===== src/rtl/tdm_demux4_if.sv =====
// Slot stream and channel outputs of the 1-to-4 TDM demultiplexer.
//   in_valid/din/sync : incoming slot stream (master drives, slave receives)
//   ch_a..ch_d        : per-channel outputs, slots 0..3 of the last good frame
//   frame_valid       : one-cycle strobe when ch_a..ch_d update
//   locked            : deframer is locked to the frame
//   sync_err          : one-cycle strobe on a sync anomaly while locked
//   parity_err        : one-cycle strobe on a parity-word mismatch
interface tdm_demux4_if #(
    parameter int unsigned WIDTH = 1
);
    logic             in_valid;
    logic [WIDTH-1:0] din;
    logic             sync;
    logic [WIDTH-1:0] ch_a;
    logic [WIDTH-1:0] ch_b;
    logic [WIDTH-1:0] ch_c;
    logic [WIDTH-1:0] ch_d;
    logic             frame_valid;
    logic             locked;
    logic             sync_err;
    logic             parity_err;

    modport master (
        output in_valid, din, sync,
        input  ch_a, ch_b, ch_c, ch_d, frame_valid, locked, sync_err, parity_err
    );

    modport slave (
        input  in_valid, din, sync,
        output ch_a, ch_b, ch_c, ch_d, frame_valid, locked, sync_err, parity_err
    );
endinterface


===== src/rtl/tdm_demux4.sv =====
// 1-to-4 time-division demultiplexer / deframer.
// Locks onto slot 0 (marked by sync), collects one frame into shadow registers
// and presents it atomically on ch_a..ch_d with a one-cycle frame_valid.
// Ports:
//   clk   : rising-edge clock
//   rst_n : synchronous active-low reset
//   bus   : tdm_demux4_if.slave (slot stream in, channels and status out)
// Parameters: WIDTH (bits per slot), MISS_LIMIT (1..7 missed slot-0 syncs
// tolerated before lock is dropped).
// Optional macro TDM_PARITY_EN: 5-slot frames whose slot 4 is the XOR parity
// of slots 0..3; a frame is delivered only when its parity word matches.
module tdm_demux4 #(
    parameter int unsigned WIDTH      = 1,
    parameter int unsigned MISS_LIMIT = 2
) (
    input  logic          clk,
    input  logic          rst_n,
    tdm_demux4_if.slave   bus
);

    localparam logic [0:0] ST_HUNT   = 1'b0;
    localparam logic [0:0] ST_LOCKED = 1'b1;

`ifdef TDM_PARITY_EN
    localparam int unsigned SLOT_W = 3;
`else
    localparam int unsigned SLOT_W = 2;
`endif
    localparam int unsigned MISS_W = 3;

    logic [0:0]        r_state,  w_state;
    logic [SLOT_W-1:0] r_slot,   w_slot;
    logic [MISS_W-1:0] r_miss,   w_miss;
    logic [WIDTH-1:0]  r_sh0,    w_sh0;
    logic [WIDTH-1:0]  r_sh1,    w_sh1;
    logic [WIDTH-1:0]  r_sh2,    w_sh2;
    logic [WIDTH-1:0]  r_ch_a,   w_ch_a;
    logic [WIDTH-1:0]  r_ch_b,   w_ch_b;
    logic [WIDTH-1:0]  r_ch_c,   w_ch_c;
    logic [WIDTH-1:0]  r_ch_d,   w_ch_d;
    logic              r_frame_valid, w_frame_valid;
    logic              r_sync_err,    w_sync_err;
`ifdef TDM_PARITY_EN
    logic [WIDTH-1:0]  r_sh3,    w_sh3;
    logic              r_parity_err,  w_parity_err;
    logic [WIDTH-1:0]  w_par;

    assign w_par = r_sh0 ^ r_sh1 ^ r_sh2 ^ r_sh3;
`endif

    // Next-state and next-output decode; idle cycles leave everything unchanged.
    always_comb begin
        w_state       = r_state;
        w_slot        = r_slot;
        w_miss        = r_miss;
        w_sh0         = r_sh0;
        w_sh1         = r_sh1;
        w_sh2         = r_sh2;
        w_ch_a        = r_ch_a;
        w_ch_b        = r_ch_b;
        w_ch_c        = r_ch_c;
        w_ch_d        = r_ch_d;
        w_frame_valid = 1'b0;
        w_sync_err    = 1'b0;
`ifdef TDM_PARITY_EN
        w_sh3         = r_sh3;
        w_parity_err  = 1'b0;
`endif
        if (bus.in_valid) begin
            case (r_state)
                ST_HUNT: begin
                    if (bus.sync) begin
                        w_sh0   = bus.din;
                        w_slot  = SLOT_W'(1);
                        w_miss  = '0;
                        w_state = ST_LOCKED;
                    end
                end
                default: begin
                    if (r_slot == '0) begin
                        if (bus.sync) begin
                            w_sh0  = bus.din;
                            w_slot = SLOT_W'(1);
                            w_miss = '0;
                        end else begin
                            w_sync_err = 1'b1;
                            if (r_miss + MISS_W'(1) == MISS_W'(MISS_LIMIT)) begin
                                // Too many consecutive misses: drop the frame and re-hunt.
                                w_state = ST_HUNT;
                                w_miss  = '0;
                                w_slot  = '0;
                            end else begin
                                // Flywheel: trust the slot position despite the missing mark.
                                w_miss = r_miss + MISS_W'(1);
                                w_sh0  = bus.din;
                                w_slot = SLOT_W'(1);
                            end
                        end
                    end else if (bus.sync) begin
                        // Early sync restarts the frame; partial frame is discarded.
                        w_sync_err = 1'b1;
                        w_sh0      = bus.din;
                        w_slot     = SLOT_W'(1);
                        w_miss     = '0;
                    end else if (r_slot == SLOT_W'(1)) begin
                        w_sh1  = bus.din;
                        w_slot = SLOT_W'(2);
                    end else if (r_slot == SLOT_W'(2)) begin
                        w_sh2  = bus.din;
                        w_slot = SLOT_W'(3);
`ifdef TDM_PARITY_EN
                    end else if (r_slot == SLOT_W'(3)) begin
                        w_sh3  = bus.din;
                        w_slot = SLOT_W'(4);
                    end else begin
                        w_slot = '0;
                        if (bus.din == w_par) begin
                            w_ch_a        = r_sh0;
                            w_ch_b        = r_sh1;
                            w_ch_c        = r_sh2;
                            w_ch_d        = r_sh3;
                            w_frame_valid = 1'b1;
                        end else begin
                            w_parity_err  = 1'b1;
                        end
                    end
`else
                    end else begin
                        w_slot        = '0;
                        w_ch_a        = r_sh0;
                        w_ch_b        = r_sh1;
                        w_ch_c        = r_sh2;
                        w_ch_d        = bus.din;
                        w_frame_valid = 1'b1;
                    end
`endif
                end
            endcase
        end
    end

    // State and output registers.
    always_ff @(posedge clk) begin
        if (!rst_n) begin
            r_state       <= ST_HUNT;
            r_slot        <= '0;
            r_miss        <= '0;
            r_sh0         <= '0;
            r_sh1         <= '0;
            r_sh2         <= '0;
            r_ch_a        <= '0;
            r_ch_b        <= '0;
            r_ch_c        <= '0;
            r_ch_d        <= '0;
            r_frame_valid <= 1'b0;
            r_sync_err    <= 1'b0;
`ifdef TDM_PARITY_EN
            r_sh3         <= '0;
            r_parity_err  <= 1'b0;
`endif
        end else begin
            r_state       <= w_state;
            r_slot        <= w_slot;
            r_miss        <= w_miss;
            r_sh0         <= w_sh0;
            r_sh1         <= w_sh1;
            r_sh2         <= w_sh2;
            r_ch_a        <= w_ch_a;
            r_ch_b        <= w_ch_b;
            r_ch_c        <= w_ch_c;
            r_ch_d        <= w_ch_d;
            r_frame_valid <= w_frame_valid;
            r_sync_err    <= w_sync_err;
`ifdef TDM_PARITY_EN
            r_sh3         <= w_sh3;
            r_parity_err  <= w_parity_err;
`endif
        end
    end

    assign bus.ch_a        = r_ch_a;
    assign bus.ch_b        = r_ch_b;
    assign bus.ch_c        = r_ch_c;
    assign bus.ch_d        = r_ch_d;
    assign bus.frame_valid = r_frame_valid;
    assign bus.locked      = (r_state == ST_LOCKED);
    assign bus.sync_err    = r_sync_err;
`ifdef TDM_PARITY_EN
    assign bus.parity_err  = r_parity_err;
`else
    assign bus.parity_err  = 1'b0;
`endif

endmodule


===== src/flat_wrapper.sv =====
// flat-port wrapper written by rule: the top's interface ports become plain ports
module tdm_demux4_flat 
#(
    parameter int unsigned WIDTH      = 1,
    parameter int unsigned MISS_LIMIT = 2
)
  (clk, rst_n, bus_in_valid, bus_din, bus_sync, bus_ch_a, bus_ch_b, bus_ch_c, bus_ch_d, bus_frame_valid, bus_locked, bus_sync_err, bus_parity_err);
  tdm_demux4_if #(.WIDTH(WIDTH)) bus_i ();
  input  logic clk;
  input  logic rst_n;
  input wire logic [$bits(bus_i.in_valid)-1:0] bus_in_valid;
  input wire logic [$bits(bus_i.din)-1:0] bus_din;
  input wire logic [$bits(bus_i.sync)-1:0] bus_sync;
  output wire logic [$bits(bus_i.ch_a)-1:0] bus_ch_a;
  output wire logic [$bits(bus_i.ch_b)-1:0] bus_ch_b;
  output wire logic [$bits(bus_i.ch_c)-1:0] bus_ch_c;
  output wire logic [$bits(bus_i.ch_d)-1:0] bus_ch_d;
  output wire logic [$bits(bus_i.frame_valid)-1:0] bus_frame_valid;
  output wire logic [$bits(bus_i.locked)-1:0] bus_locked;
  output wire logic [$bits(bus_i.sync_err)-1:0] bus_sync_err;
  output wire logic [$bits(bus_i.parity_err)-1:0] bus_parity_err;
  assign bus_i.in_valid = bus_in_valid;
  assign bus_i.din = bus_din;
  assign bus_i.sync = bus_sync;
  assign bus_ch_a = bus_i.ch_a;
  assign bus_ch_b = bus_i.ch_b;
  assign bus_ch_c = bus_i.ch_c;
  assign bus_ch_d = bus_i.ch_d;
  assign bus_frame_valid = bus_i.frame_valid;
  assign bus_locked = bus_i.locked;
  assign bus_sync_err = bus_i.sync_err;
  assign bus_parity_err = bus_i.parity_err;
  tdm_demux4 #(.WIDTH(WIDTH), .MISS_LIMIT(MISS_LIMIT)) u_core (.clk(clk), .rst_n(rst_n), .bus(bus_i));
endmodule

===== config.mk =====
export PLATFORM = sky130hd
export DESIGN_NAME = tdm_demux4_flat
export DESIGN_NICKNAME = d
export VERILOG_FILES = /design/src/rtl/tdm_demux4_if.sv /design/src/rtl/tdm_demux4.sv /design/src/flat_wrapper.sv
export SDC_FILE = /design/constraint.sdc
export NUM_CORES = 1
export LEC_CHECK = 0
export ABC_AREA = 1
export BUFFER_PORTS_ARGS = -buffer_cell sky130_fd_sc_hd__buf_2
export CAP_MARGIN = 5
export CORE_UTILIZATION = 48
export CTS_CLUSTER_SIZE = 30
export DETAILED_ROUTE_END_ITERATION = 6
export PLACE_DENSITY_LB_ADDON = 0.15
export SLEW_MARGIN = 10
export SYNTH_ARGS = -nofsm -noshare
export SYNTH_HDL_FRONTEND = slang
export SYNTH_SLANG_ARGS = --single-unit

===== constraint.sdc =====
create_clock -name clk -period 1.4 [get_ports clk]
set_clock_uncertainty 0.1 [all_clocks]
set_input_delay 0.21 -clock clk [delete_from_list [all_inputs] [get_ports clk]]
set_output_delay 0.21 -clock clk [all_outputs]
set_load 0.005 [all_outputs]

# == Word-level counts from Yosys, hierarchy flattened ==
# Cells that the tools add are included.
# word_totals
out_inout_bits,8
wordCells,59
inputBits,5
regBits,15
# op_classes
n_eq_ne,4
reduce_logical,9
add_sub_neg,1
n_bitwise,7
mux,26
# op_table
op,n
$mux W3,5
$mux W1,14
$mux W2,7
$reduce_and A6 Y1,2
$not A1 Y1,7
$reduce_or A6 Y1,1
$reduce_and A5 Y1,1
$ne A4 B4 Y1 const B,1
$reduce_and A2 Y1,2
$add A3 B1 Y3 const B,1
$eq A3 B2 Y1 const B,1
$reduce_and A3 Y1,1
$eq A2 B1 Y1 const B,1
$eq A2 B2 Y1 const B,1
$logic_not A2 Y1,1
$reduce_bool A2 Y1,1

# == Longest topological paths before layout ==
# Gate-level depths: netlist of run 1.
# depth
word_depth,6
depth_mapped,10

# == Worst setup path before layout of run 1 ==
# No wires, ideal clock.
# synth_timing
path_kind,register to register
startpoint,register u_core.r_slot[0]
endpoint,register u_core.r_sh2
setup_slack_ns,-0.002
path_stages_with_launch,7
required_time_ns,1.181
t_arrival_ns,1.183
path_buffers,0
cell_sequence,dfxtp_1 -> inv_1 -> ha_1 -> nor2_1 -> nand4_1 -> o21ai_0 -> a21oi_1
# synth_between
elab_chain_cells,3
elab_cells_between_ends,6
# synth_rtl
element,line_no,rtl
from (decl),tdm_demux4.sv:32,"logic [SLOT_W-1:0] r_slot, w_slot;"
from (signal assigned),tdm_demux4.sv:163,r_slot <= w_slot;
$eq A2 B1 Y1 or $logic_not A2 Y1 (tied branches),"tdm_demux4.sv:105, tdm_demux4.sv:80",
$not A1 Y1 (no line),-,
$reduce_and A6 Y1 (no line) (*),-,
to (signal assigned),tdm_demux4.sv:167,r_sh2 <= w_sh2;
to (decl),tdm_demux4.sv:36,"logic [WIDTH-1:0] r_sh2, w_sh2;"
# Every way passes the cells marked *; elsewhere a longest branch is shown, timed or not.
# A chain may end at the register's enable or synchronous reset.

# == Worst setup path in the final report of run 1 ==
# layout_timing
startpoint,register u_core.r_slot[0]
endpoint,"register u_core.r_ch_a, in the netlist u_core.bus.ch_a"
# layout_between
elab_chain_cells,3
elab_cells_between_ends,7
# layout_rtl
element,line_no,rtl
"$eq A2 B1 Y1, or another cell as far along",tdm_demux4.sv:105,end else if (r_slot == SLOT_W'(1)) begin
$not A1 Y1 (no line),-,
$reduce_and A6 Y1 (no line) (*),-,
to (signal assigned),tdm_demux4.sv:168,r_ch_a <= w_ch_a;
to (decl),tdm_demux4.sv:37,"logic [WIDTH-1:0] r_ch_a, w_ch_a;"
# Marked as above.

==> metrics, run 1 <==
largest fanout on the critical path 5; Reg2Reg Depth 6; via count 698; WP data required 1.49 ns; routed len/inst 10.9 um; DRT iter0 DRCs 13; Final Worst Setup Slack 0.0594 ns; dpl hpwl 1140 um; largest net degree at the start of global routing 12; maximum vdd drop 0.615 mV; Mapped Nets 116; average instance area after synthesis 7.77 um^2; Yosys cell types 23; layout cells sized above 1 36.1%; global route overflow 0; synthesized area 808 um^2; CP Buf/Inv Count 1; TNS Setup 0 ns; vias in the first global route 608; Skew-Pair Late Insertion Delay 0.28 ns; Die Span Y 43.0 um; Fin. Hold Viols 0; crit path time final 1.34 ns; dpl ws -0.0463 ns; ANT nets after route 0; CTS tree yes; Antenna diodes 0; slowest cell on the critical path dfxtp_2; worst path cell trace buf_4, ha_2, nor2_2, nand3_4, o21ai_1, nor2_1; Die ar. 0.00185 mm^2; Final Instance Count excl. Fillers 138; Hold Path Class primary input to flop; num rows 14; Clk Tree Root Cell clkbuf_4; Mapped Cells 104; number of buffers inserted by port buffering 11; worst reg2reg path endpoint u_core.bus.ch_a; clock-pin transition on the worst setup and hold timing paths 0.09 ns; WL final 1510 um; final slew viol count 0; Pleak 0.453 nW; Post-CTS Setup Repair Bufs 0; RR Startpoint u_core.r_slot[0]; Starting Density 52.4%; Setup crit end kind flop; worst hold stages 3; clk sink count 15; critical hold path startpoint bus_din; # placed instances 134; crit share post-route 95.8%; num ports 13; PD cells 844 mW/mm^2; status finished, final reports clean; crit-path max cell delay 0.33 ns; Worst Setup Start Kind flop; kind of critical path flop to flop; DRC Markers 0; Syn-to-layout area delta 20.0%; CTS H-tree depth 1; die width 43.0 um; placer congestion estimate 0.855; CP delay by family, top flip-flops; GRT Resource Usage Total 18.8%; sequential cell area fraction in the yosys report 37.2%; Max Cap Viol 0; Worst R2R Setup Slack 0.06 ns; Pre-antenna DRT Iters 4; Final #Nets 135; fmax 746 MHz; RSZ-0062 raised after global routing false; Synth warnings 0; Core Area 0.00154 mm^2; Worst Hold End u_core.bus.ch_d; vias per cell 5.06; Clock Path Buffers 2; initial antenna violation count 0; Critical Path AT 1.43 ns; CTS buffer count 3; first-pass GRT wire length 2600 um; Setup violations, final 0; post-synthesis register bit count 15
## metrics by stage
stage	util, %	power, mW	cell area, um^2	hold slack, ns
floorplan	-	0.530	811	0.268
global placement	58.7	0.566	905	0.353
detailed placement	58.7	0.567	905	0.356
CTS	61.4	0.825	947	0.113
global route	62.9	0.865	970	0.115
finish	62.9	0.818	970	0.120
## what timing repair did
action | 4_1_cts | 5_1_grt
endpoints found under the setup margin | 7 | 8
gates resized for setup | 6 | 12
cloned | 0 | 0
pin swaps | 1 | 3
hold buffers | 0 | 0
## worst reg2reg max path, stage by stage, from the launching register on
cell and delay [ns]:
dfxtp_2 0.33, buf_4 0.13, ha_2 0.19, nor2_2 0.14, nand3_4 0.14, o21ai_1 0.17, nor2_1 0.05
## cell type report
| type | count | area [um^2] |
|---|---|---|
| Clock buffer | 3 | 22.5 |
| Clock inverter | 1 | 5.00 |
| Fill cell | 153 | 572 |
| Inverter | 15 | 66.3 |
| Multi-Input combinational cell | 72 | 460 |
| Sequential cell | 15 | 303 |
| Tap cell | 16 | 20.0 |
| Timing Repair Buffer | 16 | 92.6 |
## worst max-delay path by stage
| stage | from | to | depth (start not counted) |
|---|---|---|---|
| 2_1_floorplan | u_core.r_slot[0] | u_core.r_sh1 | 7 |
| 3_3_place_gp | u_core.r_slot[0] | u_core.r_sh1 | 7 |
| 3_5_place_dp | u_core.r_slot[0] | u_core.bus.ch_a | 6 |
| 4_1_cts | u_core.r_slot[0] | u_core.bus.ch_d | 6 |
| 5_1_grt | u_core.r_slot[0] | u_core.bus.ch_c | 7 |
| 6_report | u_core.r_slot[0] | u_core.bus.ch_a | 6 |
## logic make-up after synthesis
group	count (synthesis)	share of synthesized area (%)
simple gates	48	29.9
buf+inv	17	10.5
flops	15	37.2
fa+ha+maj	7	10.8
compound gates	16	11.1
other cells	1	0.464
## cell usage in the layout, fill, tap and decap left out, drive strengths merged
| cell type | netlist | final |
|---|---|---|
| nand2 | 19 | 19 |
| nor2 | 16 | 16 |
| buf | 2 | 16 |
| dfxtp | 15 | 15 |
| inv | 13 | 13 |
| a21oi | 8 | 8 |
| o21ai | 7 | 7 |
| ha | 7 | 7 |
| nand3 | 6 | 6 |
| nand4 | 5 | 5 |
| clkbuf | 0 | 3 |
| clkinv | 2 | 3 |
| o211ai | 1 | 1 |
| nor3 | 1 | 1 |
| nor3b | 1 | 1 |
| conb | 1 | 1 |
## flip-flops by register name, summed over array words and instances (netlist names)
register	count
u_core.bus.sync_err	1
u_core.bus.ch_a	1
u_core.r_miss	3
u_core.bus.frame_valid	1
u_core.bus.ch_b	1
u_core.bus.locked	1
u_core.r_slot	2
u_core.r_sh0	1
u_core.bus.ch_c	1
u_core.r_sh2	1
u_core.r_sh1	1
u_core.bus.ch_d	1
## where the power goes
group	internal, mW	total, mW	switching (mW)
combinational	0.0513	0.124	0.0728
clock	0.106	0.248	0.142
sequential	0.437	0.446	0.00919
## cell usage after synthesis (all sizes together)
| master | n | area share (%) |
|---|---|---|
| dfxtp | 15 | 37 |
| a21oi | 8 | 5.4 |
| ha | 7 | 11 |
| clkinv | 2 | 2.2 |
| nand3 | 6 | 5.3 |
| nor3b | 1 | 1.5 |
| nor3 | 1 | 0.62 |
| inv | 13 | 6.0 |
| nand4 | 5 | 4.6 |
| nor2 | 16 | 8.4 |
| o21ai | 7 | 4.8 |
| nand2 | 19 | 9.4 |
| buf | 2 | 2.3 |
| conb | 1 | 0.46 |
| o211ai | 1 | 0.93 |
## layer usage
| layer | up-vias | wire (um) | global-route usage (%) |
|---|---|---|---|
| li1 | 369 | - | - |
| met2 | 16 | 713 | 30.0 |
| met3 | 0 | 64 | 6.38 |
| met1 | 313 | 726 | 24.1 |
| met5 | - | 0 | 0 |
| met4 | 0 | 0 | 5.45 |
Note: power is estimated with default switching activity, not from simulation.
==> inputs of run 2 (changes only) <==
==> constraint.sdc (replaced) <==
create_clock -name clk -period 1.4 [get_ports clk]
set_clock_uncertainty 0.1 [all_clocks]
set_input_delay 0.28 -clock clk [delete_from_list [all_inputs] [get_ports clk]]
set_output_delay 0.28 -clock clk [all_outputs]
set_load 0.005 [all_outputs]
==> run 2 against run 1 <==
Against the previous run:
- total power fell by 0.29%
- non-clock buffer count did not move
- die area did not move
- critical path type unchanged
- largest cell class unchanged
==> metrics, run 2 (synthesized netlist as in run 1, its figures left out) <==
total power 0.816 mW (-0.29%); Skew-Pair Late Insertion Delay 0.28 ns (about the same); CTS Hold Bufs 0 (unchanged); first-pass GRT wire length 2470 um (-5.0%); die width 43.0 um (unchanged); most frequent cells in the layout nand2_1 (16), dfxtp_1 (14), nor2_1 (13); DRT iter0 DRCs 16 (+3); Core Area 0.00154 mm^2 (unchanged); Critical Path AT 1.44 ns (about the same); multi-input logic area 448 um^2 (-2.7%); CTS H-tree depth 1 (unchanged); crit path time final 1.36 ns (+0.0156 ns); global routing usage on met1 24.6% (+0.46 points); Fin. Hold Viols 0 (unchanged); Largest Register u_core.r_miss; initial antenna violation count 0 (unchanged); largest fanout on the critical path 5 (unchanged); maximum vdd drop 0.493 mV (-20%); ANT nets after route 0 (unchanged); via count 712 (+2.0%); Max Cap Viol 0 (unchanged); Pleak 0.449 nW (-0.87%); final instance area 956 um^2 (-1.4%); Post-CTS Setup Repair Bufs 0 (unchanged); number of buffers inserted by port buffering 11 (unchanged); Setup crit end kind flop; Starting Density 52.4% (unchanged); dpl hpwl 1130 um (-0.62%); fmax 737 MHz (-1.2%); final slew viol count 0 (unchanged); met3 Usage GRT 4.26% (-2.1 points); status finished, final reports clean; CTS buffer count 3 (unchanged); num ports 13 (unchanged); fill cell count 132 (-14%); layout cells sized above 1 32.8% (-3.3 points); Syn-to-layout area delta 18.3%; GRT Resource Usage Total 17.7% (-1.2 points); Min Hold Slack 0.190 ns (+0.0696 ns); number of flip-flops in the largest register 3 (unchanged); registers with the most flip-flops u_core.r_miss: 3 flops, u_core.r_slot: 2 flops; Hold Path Class primary input to flop; Setup violations, final 0 (unchanged); dpl ws -0.0276 ns (+0.0186 ns); met2 usage 25.5% (-4.5 points); routed len/inst 11.0 um (+0.93%); WP data required 1.49 ns (about the same); DRC Markers 0 (unchanged); most common cell after layout, fill and taps aside nand2_1; clock-pin transition on the worst setup and hold timing paths 0.09 ns (about the same); Worst Setup Start Kind flop; clk sink count 15 (unchanged); Final Worst Setup Slack 0.0438 ns (-0.0156 ns); kind of critical path flop to flop; Placed Area 905 um^2 (unchanged); Final #Nets 135 (unchanged); global route overflow 0 (unchanged); WL final 1520 um (+0.93%); Antenna diodes 0 (unchanged); PD cells 854 mW/mm^2 (+1.1%); RSZ-0062 raised after global routing true; vias in the first global route 590 (-3.0%); Clk Tree Root Cell clkbuf_4; Pre-antenna DRT Iters 4 (unchanged); largest net degree at the start of global routing 12 (unchanged); crit share post-route 96.9% (+1.1 points); num rows 14 (unchanged); Die Span Y 43.0 um (unchanged); CTS tree yes; Die ar. 0.00185 mm^2 (unchanged); vias per cell 5.16 (+2.0%); busiest grt layer met2; Reg area 302 um^2 (-0.41%); Clock Path Buffers 2 (unchanged); placer congestion estimate 0.843 (-1.4%)
run 2: layout make-up:
cell class,count,share of cell area [%]
clock buffers,3,2.36
flip-flops and latches,15,31.5
repair buffers,16,9.69
well taps,16,2.09
multi-input cells,72,46.9
clock inverters,1,0.524
inverters,15,6.94
run 2: per-stage QoR:
step | TNS [ns] | instances | utilization, %
after floorplan | 0 | 104 | -
final | 0 | 138 | 62.0
after CTS | 0 | 138 | 60.6
after global placement | 0 | 134 | 58.7
after detailed placement | -0.103 | 134 | 58.7
after global routing | -0.0348 | 138 | 62.0
run 2: timing repair:
| action | 4_1_cts | 5_1_grt |
|---|---|---|
| gates resized for setup | 1 | 10 |
| setup endpoints to repair | 6 | 8 |
| pin swaps | 0 | 3 |
run 2: power by group:
part           switching (mW)  internal [mW]  total (mW)  leakage (nW)
registers             0.00866          0.437       0.446         0.122
clock network           0.142          0.106       0.248        0.0177
logic                  0.0725         0.0502       0.123         0.309
run 2: worst paths after layout:
| path | startpoint | end | slack [ns] | depth (start not counted) |
|---|---|---|---|---|
| setup / recovery | u_core.r_slot[0] | u_core.bus.ch_b | 0.04 | 6 |
| hold / removal | bus_din | u_core.bus.ch_d | 0.19 | 3 |
| setup reg to reg | u_core.r_slot[0] | u_core.bus.ch_b | 0.04 | 6 |
| hold reg to reg | u_core.r_sh2 | u_core.bus.ch_c | 0.36 | 2 |
run 2: critical path, cell delays in order (launching register included):
cell and delay [ns]:
dfxtp_2 0.33, buf_4 0.13, ha_2 0.20, nor2_2 0.17, nand3_4 0.12, o21ai_0 0.16, nor2_1 0.05
run 2: layer usage:
| metal | vias to the layer above | routed length (um) |
|---|---|---|
| li1 | 370 | - |
| met3 | 6 | 69 |
| met1 | 314 | 739 |
| met2 | 22 | 679 |
| met5 | - | 0 |
| met4 | 0 | 30 |
==> inputs of run 3 (changes only) <==
--- a/config.mk
+++ b/config.mk
@@ -5,12 +5,14 @@
 export SDC_FILE = /design/constraint.sdc
 export NUM_CORES = 1
 export LEC_CHECK = 0
-export ABC_AREA = 1
 export BUFFER_PORTS_ARGS = -buffer_cell sky130_fd_sc_hd__buf_2
 export CAP_MARGIN = 5
-export CORE_UTILIZATION = 48
+export CELL_PAD_IN_SITES_DETAIL_PLACEMENT = 0
+export CELL_PAD_IN_SITES_GLOBAL_PLACEMENT = 2
+export CORE_UTILIZATION = 29
 export CTS_CLUSTER_SIZE = 30
 export DETAILED_ROUTE_END_ITERATION = 6
+export MAX_ROUTING_LAYER = met4
 export PLACE_DENSITY_LB_ADDON = 0.15
 export SLEW_MARGIN = 10
 export SYNTH_ARGS = -nofsm -noshare
==> run 3 against run 2 <==
Against the previous run:
- the flow now finishes with violations (negative setup slack)
- non-clock buffer count increased by 12
- routed wire length is 20% higher
- critical path depth unchanged
- synthesized cell count fell by 17%
- cell area up 18%
- sequential power fell by 1%
- first-iteration DRC count is 81% lower
- register-to-register slack worse by 0.21 ns
- via count shrank 4.9%
- core utilization shrank 18 points
- total power up 3.6%
- flip-flop and latch count did not move
- critical endpoint is now u_core.bus.ch_c
- highest routed layer unchanged
==> metrics, run 3 <==
status finished with violations; violations in the final reports negative setup slack; WL final 1820 um (+20%); kind of critical path flop to flop; Antenna diodes 0 (unchanged); Skew-Pair Late Insertion Delay 0.28 ns (about the same); Int Power 0.610 mW (+2.8%); Final Worst Setup Slack -0.169 ns (-0.212 ns); Placed Area 962 um^2 (+6.4%); synthesized area 798 um^2 (-1.2%); Clk Tree Root Cell clkbuf_4; WP data required 1.49 ns (about the same); clk sink count 15 (unchanged); num ports 13 (unchanged); worst reg2reg path endpoint u_core.bus.ch_c; Worst R2R Setup Slack -0.17 ns (-0.21 ns); crit share post-route 112% (+15 points); cell taking the most area after synthesis dfxtp_1; die width 54.5 um (+27%); largest fanout on the critical path 5 (unchanged); number of buffers inserted by port buffering 11 (unchanged); crit path launch u_core.r_slot[0]; Final #Nets 127 (-5.9%); global route overflow 0 (unchanged); slowest cell on the critical path or4b_4; Starting Density 31.4% (-21 points); clock-pin transition on the worst setup and hold timing paths 0.10 ns (about the same); Critical Path AT 1.66 ns (+0.22 ns); CTS tree yes; vias per cell 4.70 (-8.9%); Reg2Reg Depth 6 (unchanged); Sw Share 27.9% (+0.61 points); Synth warnings 0 (unchanged); num rows 18 (+4); placer congestion estimate 0.732 (-13%); DRT iter0 DRCs 3 (-13); Largest Register u_core.r_miss; sequential power share 52.2% (-2.4 points); Pre-antenna DRT Iters 3 (-1); Pleak 0.481 nW (+7.2%); Die ar. 0.00297 mm^2 (+60%); registers with the most flip-flops u_core.r_miss: 3 flops, u_core.r_slot: 2 flops; ANT nets after route 0 (unchanged); Syn-to-layout area delta 41.2%; PD cells 750 mW/mm^2 (-12%); initial antenna violation count 0 (unchanged); Setup crit end kind flop; commonest cells in the synthesized netlist dfxtp_1 (15), nand2_1 (9), nor2_1 (8), ha_1 (7), inv_1 (7); Mapped Nets 98 (-16%); sequential cell area fraction in the yosys report 37.6% (+0.47 points); CP delay by family, top simple AND/OR/NAND/NOR gates; Logic pwr share 16.9% (+1.9 points); Top FF cell, synth dfxtp_1; final instance area 0.00113 mm^2 (+18%); number of flip-flops in the largest register 3 (unchanged); Fin. Hold Viols 0 (unchanged); largest net degree at the start of global routing 12 (unchanged); DRC Markers 0 (unchanged); final slew viol count 0 (unchanged); asr flop ratio synth 0% (unchanged); most instantiated library cell after synthesis dfxtp_1; dpl ws -0.216 ns (-0.188 ns); Core Area 0.00254 mm^2 (+65%); CTS buffer count 3 (unchanged); vias in the first global route 613 (+3.9%); CTS H-tree depth 1 (unchanged); Yosys cell types 27 (+17%); first-pass GRT wire length 2820 um (+14%); TNS Setup -1.01 ns (-1.01 ns); Psw 0.236 mW (+6.0%); number of synthesized flops with an enable pin 0 (unchanged); CP Buf/Inv Count 1 (unchanged); RSZ-0062 raised after global routing true; via count 677 (-4.9%); Worst Setup Start Kind flop; Mapped Cells 86 (-17%); layout cells sized above 1 56.1% (+23 points); GRT Resource Usage Total 14.5% (-3.1 points); worst path cell trace inv_4, ha_4, nor2_4, or4b_4, nand3_2, o21ai_2; stages on the worst setup path 6 (unchanged); CP endpoint u_core.bus.ch_c; clock power share 31.0% (+0.6 points); Setup violations, final 9 (+9); most frequent cells in the layout buf_4 (17), buf_2 (11), dfxtp_1 (11); crit path time final 1.57 ns (+0.212 ns); RR Startpoint u_core.r_slot[0]; most common cell after layout, fill and taps aside buf_4; Max Cap Viol 0 (unchanged); dpl hpwl 1220 um (+8.1%); fmax 638 MHz (-14%); top cells by area, synth dfxtp_1 (38%), ha_1 (11%), nand3_2 (5.0%); Clock Path Buffers 2 (unchanged); Hold Path Class primary input to flop; CTS Hold Bufs 0 (unchanged); average instance area after synthesis 9.28 um^2 (+19%); crit-path max cell delay 0.53 ns (+0.20 ns); post-synth top area share 37.6% (+0.47 points); maximum vdd drop 0.400 mV (-19%); routed len/inst 12.6 um (+15%); Die Span Y 54.5 um (+27%); post-synthesis register bit count 15 (unchanged)
run 3: layer usage:
layer,track usage (%),part of all wire (%),vias up
met3,2.50,2.5,2
met2,20.9,45,7
li1,-,-,345
met1,19.1,51,323
met5,-,0,-
met4,7.69,1.0,0
run 3: logic make-up after synthesis:
group | count (synthesis) | share of synthesized area, %
simple gates | 33 | 23.8
other cells | 1 | 0.470
flops | 15 | 37.6
compound gates | 12 | 10.7
fa+ha+maj | 7 | 11.0
mux | 3 | 3.76
xor+xnor | 3 | 3.29
buf+inv | 12 | 9.40
run 3: cell type report:
type                    count  area, um^2
fillers                   249        1420
multi-input cells          60         543
flip-flops and latches     15         308
repair buffers             28         183
well taps                  30        37.5
inverters                   7        28.8
clock buffers               3        22.5
clock inverters             1        5.00
run 3: per-stage QoR:
stage	utilization, %	hold WS, ns	cells	power, mW
finish	44.3	0.153	144	0.846
global route	44.3	0.171	144	0.888
CTS	41.7	0.149	143	0.844
detailed placement	37.8	0.345	135	0.566
global placement	37.8	0.344	135	0.568
floorplan	-	0.324	86	0.522
run 3: tightest hold or removal path: stages:
cell and delay (ns):
buf_2 0.09, mux2i_1 0.06, nor2_1 0.08
run 3: worst min-delay path by stage:
stage	from	end	slack, ns	cells past startpoint
6_report	bus_din	u_core.r_sh1	0.15	3
4_1_cts	bus_din	u_core.r_sh1	0.15	3
5_1_grt	bus_din	u_core.r_sh1	0.17	3
2_1_floorplan	bus_din	u_core.r_sh1	0.32	2
3_3_place_gp	u_core.bus.ch_b	u_core.bus.ch_b	0.34	2
3_5_place_dp	u_core.bus.ch_b	u_core.bus.ch_b	0.35	2
run 3: power groups by stage:
stage                     clock (mW)  combinational, mW  sequential (mW)
after floorplan                    0             0.0717            0.450
after global placement             0              0.117            0.451
after detailed placement           0              0.115            0.451
after CTS                      0.271              0.132            0.441
after global routing           0.290              0.156            0.443
final                          0.262              0.143            0.441
run 3: what timing repair did:
| item | CTS | global route |
|---|---|---|
| gates resized for setup | 10 | 12 |
| pin swaps | 10 | 7 |
| endpoints found under the setup margin | 10 | 15 |
| cloned | 1 | 0 |
| setup buffers | 3 | 1 |
| endpoints found under the hold margin | 0 | 0 |
